$ cat config.mk
export PLATFORM = sky130hd
export DESIGN_NAME = fetch_stage
export DESIGN_NICKNAME = d
export VERILOG_FILES = /design/src/rtl/fetch_stage.sv
export SDC_FILE = /design/constraint.sdc
export NUM_CORES = 1
export LEC_CHECK = 0
export CAP_MARGIN = 25
export CORE_MARGIN = 4
export CORE_UTILIZATION = 30
export CTS_BUF_LIST = sky130_fd_sc_hd__clkbuf_8
export DETAILED_ROUTE_END_ITERATION = 8
export SLEW_MARGIN = 5
export SYNTH_ARGS = -nofsm -noshare
export SYNTH_HDL_FRONTEND = slang
export SYNTH_SLANG_ARGS = --single-unit
$ cat constraint.sdc
create_clock -name clk -period 5.74 [get_ports clk]
set_input_delay 1.148 -clock clk [delete_from_list [all_inputs] [get_ports clk]]
set_output_delay 1.148 -clock clk [all_outputs]
set_load 0.01 [all_outputs]
$ cat src/rtl/fetch_stage.sv
// Instruction-fetch stage and IF/ID pipeline register: walks the PC, fetches one
// instruction at a time over a req/ack handshake, and absorbs decode stalls and redirects.
module fetch_stage #(
   parameter logic [31:0] RESET_PC  = 32'h0000_0000,
   parameter logic [31:0] NOP_INSTR = 32'h0000_0013
) (
   input  logic        clk,
   input  logic        rst,
   output logic        imem_req,
   output logic [31:0] imem_addr,
   input  logic        imem_ack,
   input  logic [31:0] imem_rdata,
   input  logic        id_stall,
   input  logic        redirect_valid,
   input  logic [31:0] redirect_pc,
   output logic        if_id_valid,
   output logic [31:0] if_id_pc,
   output logic [31:0] if_id_instr
);

   typedef enum logic [1:0] {
      S_REQ  = 2'b00,
      S_HOLD = 2'b01,
      S_DROP = 2'b10
   } state_t;

   state_t      state_r, state_s;
   logic [31:0] pc_r, pc_s;
   logic [31:0] drop_addr_r, drop_addr_s;
   logic [31:0] hold_pc_r, hold_pc_s;
   logic [31:0] hold_instr_r, hold_instr_s;
   logic        valid_r, valid_s;
   logic [31:0] ifpc_r, ifpc_s;
   logic [31:0] instr_r, instr_s;
   logic        slot_free_s;

   assign slot_free_s = !valid_r || !id_stall;

   // State and datapath registers
   always_ff @(posedge clk) begin
      if (rst) begin
         state_r      <= S_REQ;
         pc_r         <= RESET_PC;
         drop_addr_r  <= 32'h0000_0000;
         hold_pc_r    <= 32'h0000_0000;
         hold_instr_r <= 32'h0000_0000;
         valid_r      <= 1'b0;
         ifpc_r       <= 32'h0000_0000;
         instr_r      <= NOP_INSTR;
      end else begin
         state_r      <= state_s;
         pc_r         <= pc_s;
         drop_addr_r  <= drop_addr_s;
         hold_pc_r    <= hold_pc_s;
         hold_instr_r <= hold_instr_s;
         valid_r      <= valid_s;
         ifpc_r       <= ifpc_s;
         instr_r      <= instr_s;
      end
   end

   // Next-state and next-datapath logic; a redirect outranks stall and ack
   always_comb begin
      state_s      = state_r;
      pc_s         = pc_r;
      drop_addr_s  = drop_addr_r;
      hold_pc_s    = hold_pc_r;
      hold_instr_s = hold_instr_r;
      valid_s      = valid_r;
      ifpc_s       = ifpc_r;
      instr_s      = instr_r;
      if (redirect_valid) begin
         valid_s      = 1'b0;
         instr_s      = NOP_INSTR;
         hold_pc_s    = 32'h0000_0000;
         hold_instr_s = 32'h0000_0000;
         pc_s         = {redirect_pc[31:2], 2'b00};
         case (state_r)
            S_REQ: begin
               if (imem_ack) begin
                  state_s = S_REQ;
               end else begin
                  // The memory still owes us the old request; keep its address on the bus
                  state_s     = S_DROP;
                  drop_addr_s = pc_r;
               end
            end
            S_HOLD:  state_s = S_REQ;
            S_DROP:  state_s = S_DROP;
            default: state_s = S_REQ;
         endcase
      end else begin
         case (state_r)
            S_REQ: begin
               if (imem_ack) begin
                  pc_s = pc_r + 32'd4;
                  if (slot_free_s) begin
                     valid_s = 1'b1;
                     ifpc_s  = pc_r;
                     instr_s = imem_rdata;
                  end else begin
                     hold_pc_s    = pc_r;
                     hold_instr_s = imem_rdata;
                     state_s      = S_HOLD;
                  end
               end else if (slot_free_s) begin
                  valid_s = 1'b0;
                  instr_s = NOP_INSTR;
               end else begin
                  valid_s = valid_r;
               end
            end
            S_HOLD: begin
               if (!id_stall) begin
                  valid_s = 1'b1;
                  ifpc_s  = hold_pc_r;
                  instr_s = hold_instr_r;
                  state_s = S_REQ;
               end else begin
                  state_s = S_HOLD;
               end
            end
            S_DROP: begin
               if (imem_ack) begin
                  state_s = S_REQ;
               end else begin
                  state_s = S_DROP;
               end
               if (slot_free_s) begin
                  valid_s = 1'b0;
                  instr_s = NOP_INSTR;
               end else begin
                  valid_s = valid_r;
               end
            end
            default: state_s = S_REQ;
         endcase
      end
   end

   // Memory request outputs decoded from state
   always_comb begin
      case (state_r)
         S_REQ: begin
            imem_req  = 1'b1;
            imem_addr = pc_r;
         end
         S_DROP: begin
            imem_req  = 1'b1;
            imem_addr = drop_addr_r;
         end
         S_HOLD: begin
            imem_req  = 1'b0;
            imem_addr = pc_r;
         end
         default: begin
            imem_req  = 1'b0;
            imem_addr = pc_r;
         end
      endcase
      if (rst) begin
         imem_req = 1'b0;
      end else begin
         imem_req = imem_req;
      end
   end

   assign if_id_valid = valid_r;
   assign if_id_pc    = ifpc_r;
   assign if_id_instr = instr_r;

endmodule

==> flow_summary.json <==
{
  "status": "complete, no violations",
  "postCtsSetupBuffers": 0,
  "postCtsHoldBufs": 0,
  "slew_headroom_pct": 34.14,
  "worstSetupPathType": "reg2out",
  "crit_fanout": 28,
  "crit_start": "state_r[0]",
  "ys_top_cells_by_area": "dfxtp_1 (41%), nand2_1 (10%), a21oi_1 (8.7%), clkbuf_1 (3.5%), o21ai_0 (3.4%)",
  "io_buffers": 160,
  "drive_gt1_share_pct": 8.367,
  "cts_buffer_depth": 2,
  "crit_path_start_kind": "flip-flop",
  "total_power_uw": 2792,
  "crit_arrival_ps": 2650,
  "synth_area_mm2": 0.009055,
  "place_hpwl_um": 18030,
  "synth_cell_types": 51,
  "pwr-share-comb_pct": 16.7,
  "ys_ff_latch": 187,
  "antennaDiodeCount": 0,
  "required_ps": 4590,
  "viasPerCell": 5.199,
  "avgSynthCellArea_um2": 7.929,
  "power_leakage_uw": 0.003468,
  "hp-class": "reg2reg",
  "rsz0062_at_grt": "no",
  "p_int_uw": 1917,
  "drv_cap": 0,
  "antenna_found_initial": 0,
  "clk_latency_ps": 480,
  "drtIter0Drc": 608,
  "finalSetupViolCount": 0,
  "switchingPower_uw": 874.7,
  "htreeDepth": 4,
  "r2r-start": "state_r[1]",
  "post_drt_wl_per_cell_um": 17.38,
  "worst_pin_slew_ps": 987.9,
  "slew_viol_final": 0,
  "clockPowerShare_pct": 33.2,
  "fin_nets": 1292,
  "die_h_um": 181.7,
  "fin_tns_setup_ps": 0,
  "io_pins": 167,
  "numClockSinks": 187,
  "grt_max_degree": 74,
  "synth_edf_count": 0,
  "grt_pass1_wl_um": 44320,
  "initial_utilization_pct": 30.47,
  "vias": 8428,
  "syn2layout_area_growth_pct": 23.50,
  "async_flop_share_pct": 0,
  "powerDensity_mw_per_mm2": 249.7,
  "drtPass1Iterations": 4,
  "syn_inst": 1142,
  "tritoncts": "yes",
  "yosys_warnings": 0,
  "std_cell_rows": 63,
  "end_kind": "primary output",
  "synthTopCellsByCount": "nand2_1 (244), dfxtp_1 (187), a21oi_1 (157), clkbuf_1 (85), o21ai_0 (62)",
  "grt_usage_pct": 16.55,
  "synthDominantCellAreaShare_pct": 41.34,
  "clk_pin_slew_worst_paths_ps": 110,
  "drc_errors": 0,
  "dieArea_mm2": 0.03303,
  "ant_nets": 0,
  "layout_min_cycle_time_ps": 3798,
  "grt_pass1_vias": 8037,
  "pwr-share-seq_pct": 50.1,
  "grt.overflow.total": 0,
  "drt_wl_total_um": 28170,
  "cts_resized": 0,
  "core_mm2": 0.02972,
  "cts_root_buf": "clkbuf_8",
  "cts-buffers-inserted": 17,
  "period_share_pct": 66.17,
  "synth-seq-area-share_pct": 41.34,
  "finalHoldViolCount": 0,
  "synth_flop_cell": "dfxtp_1",
  "yosysTopAreaCell": "dfxtp_1",
  "skew_ps": 22.87,
  "worstHoldStart": "drop_addr_r[4]",
  "finalWeightedCongestion": 0.7684,
  "clock.fmax_ghz": 0.2633,
  "die_width_um": 181.7,
  "switching_share_pct": 31.33,
  "ir_worst_vdd_mv": 0.1269,
  "synth.most_common_cell": "nand2_1",
  "n_fill_cell": 3080
}
-- power groups by stage --
stage | registers, uW | logic (uW) | clock network, uW
after floorplan | 1400 | 280 | 0
after global routing | 1410 | 509 | 1010
final | 1400 | 466 | 928
after detailed placement | 1430 | 468 | 0
after CTS | 1400 | 470 | 957
after global placement | 1430 | 461 | 0
-- layout by cell type (no fill, tap or decap), types with 8 or more instances in the layout --
| cell | n |
|---|---|
| or3_1 | 38 |
| o21ai_0 | 62 |
| dfxtp_1 | 187 |
| nand2_1 | 243 |
| buf_4 | 17 |
| xnor2_1 | 10 |
| nor2b_1 | 10 |
| nor4_1 | 9 |
| a2111oi_0 | 11 |
| nand4_1 | 9 |
| a31o_2 | 11 |
| clkbuf_8 | 17 |
| a311oi_1 | 10 |
| o2bb2ai_1 | 19 |
| clkdlybuf4s50_1 | 157 |
| mux2i_1 | 30 |
| nand3_1 | 16 |
| a31oi_1 | 11 |
| mux2_2 | 25 |
| a211oi_1 | 11 |
| nor2_1 | 36 |
| a21oi_1 | 156 |
| or4_1 | 12 |
| nand2b_1 | 8 |
| inv_1 | 14 |
| a221oi_1 | 12 |
| nand4b_1 | 12 |
-- worst paths after layout --
check                                       to  slack, ps  depth (start not counted)
worst min-delay path            drop_addr_r[4]        460                          2
worst max-delay path             imem_addr[23]       1940                          5
worst max register to register    if_id_pc[17]       2760                          7
worst min register to register  drop_addr_r[4]        460                          2
-- cell families (layout without fill, tap and decap cells) --
kind of cell | Yosys count | count (layout) | synth area share (%)
other cells | 1 | 4 | 0.04141
compound gates | 325 | 325 | 21.74
mux | 55 | 55 | 6.425
xor+xnor | 12 | 12 | 1.161
simple gates | 420 | 420 | 21.83
buf+inv | 137 | 223 | 6.771
fa+ha+maj | 5 | 5 | 0.6909
flops | 187 | 187 | 41.34
-- final cells by class --
class | count | area (um2) | area share [%]
Clock buffer | 17 | 234.0 | 2.092
Clock inverter | 15 | 181.4 | 1.622
Inverter | 13 | 48.80 | 0.4363
Multi-Input combinational cell | 821 | 4753 | 42.50
Sequential cell | 187 | 3744 | 33.48
Tap cell | 390 | 488.0 | 4.363
Timing Repair Buffer | 178 | 1734 | 15.51
-- metrics by stage --
step	hold slack [ps]	std cells	cell area [um2]	util, %	setup WS (ps)
floorplan	432.9	1145	9066	-	2910
global placement	437.6	1587	10740	36.14	2211
detailed placement	444.9	1588	10760	36.21	2228
CTS	460.9	1620	11180	37.61	1894
global route	478.0	1621	11180	37.63	1794
finish	457.6	1621	11180	37.63	1942
-- registers in the layout, summed over array words and instances (netlist names) --
name	flops
hold_instr_r	32
if_id_instr	32
drop_addr_r	30
hold_pc_r	30
if_id_pc	30
pc_r	30
state_r	2
if_id_valid	1
-- critical path, cell delays in order, from the launching register on --
cell and delay [ps]:
dfxtp_1 440, inv_1 100, ha_2 350, buf_12 250
o21ai_0 410, clkdlybuf4s50_1 630
-- per-layer routing --
metal	GRT usage [%]	vias up	routed length [um]
li1	-	4175	-
met1	21.33	4013	12810
met2	27.84	210	13440
met3	3.886	30	1516
met4	4.443	0	400
met5	0	-	0
(Power assumes the default switching activity.)
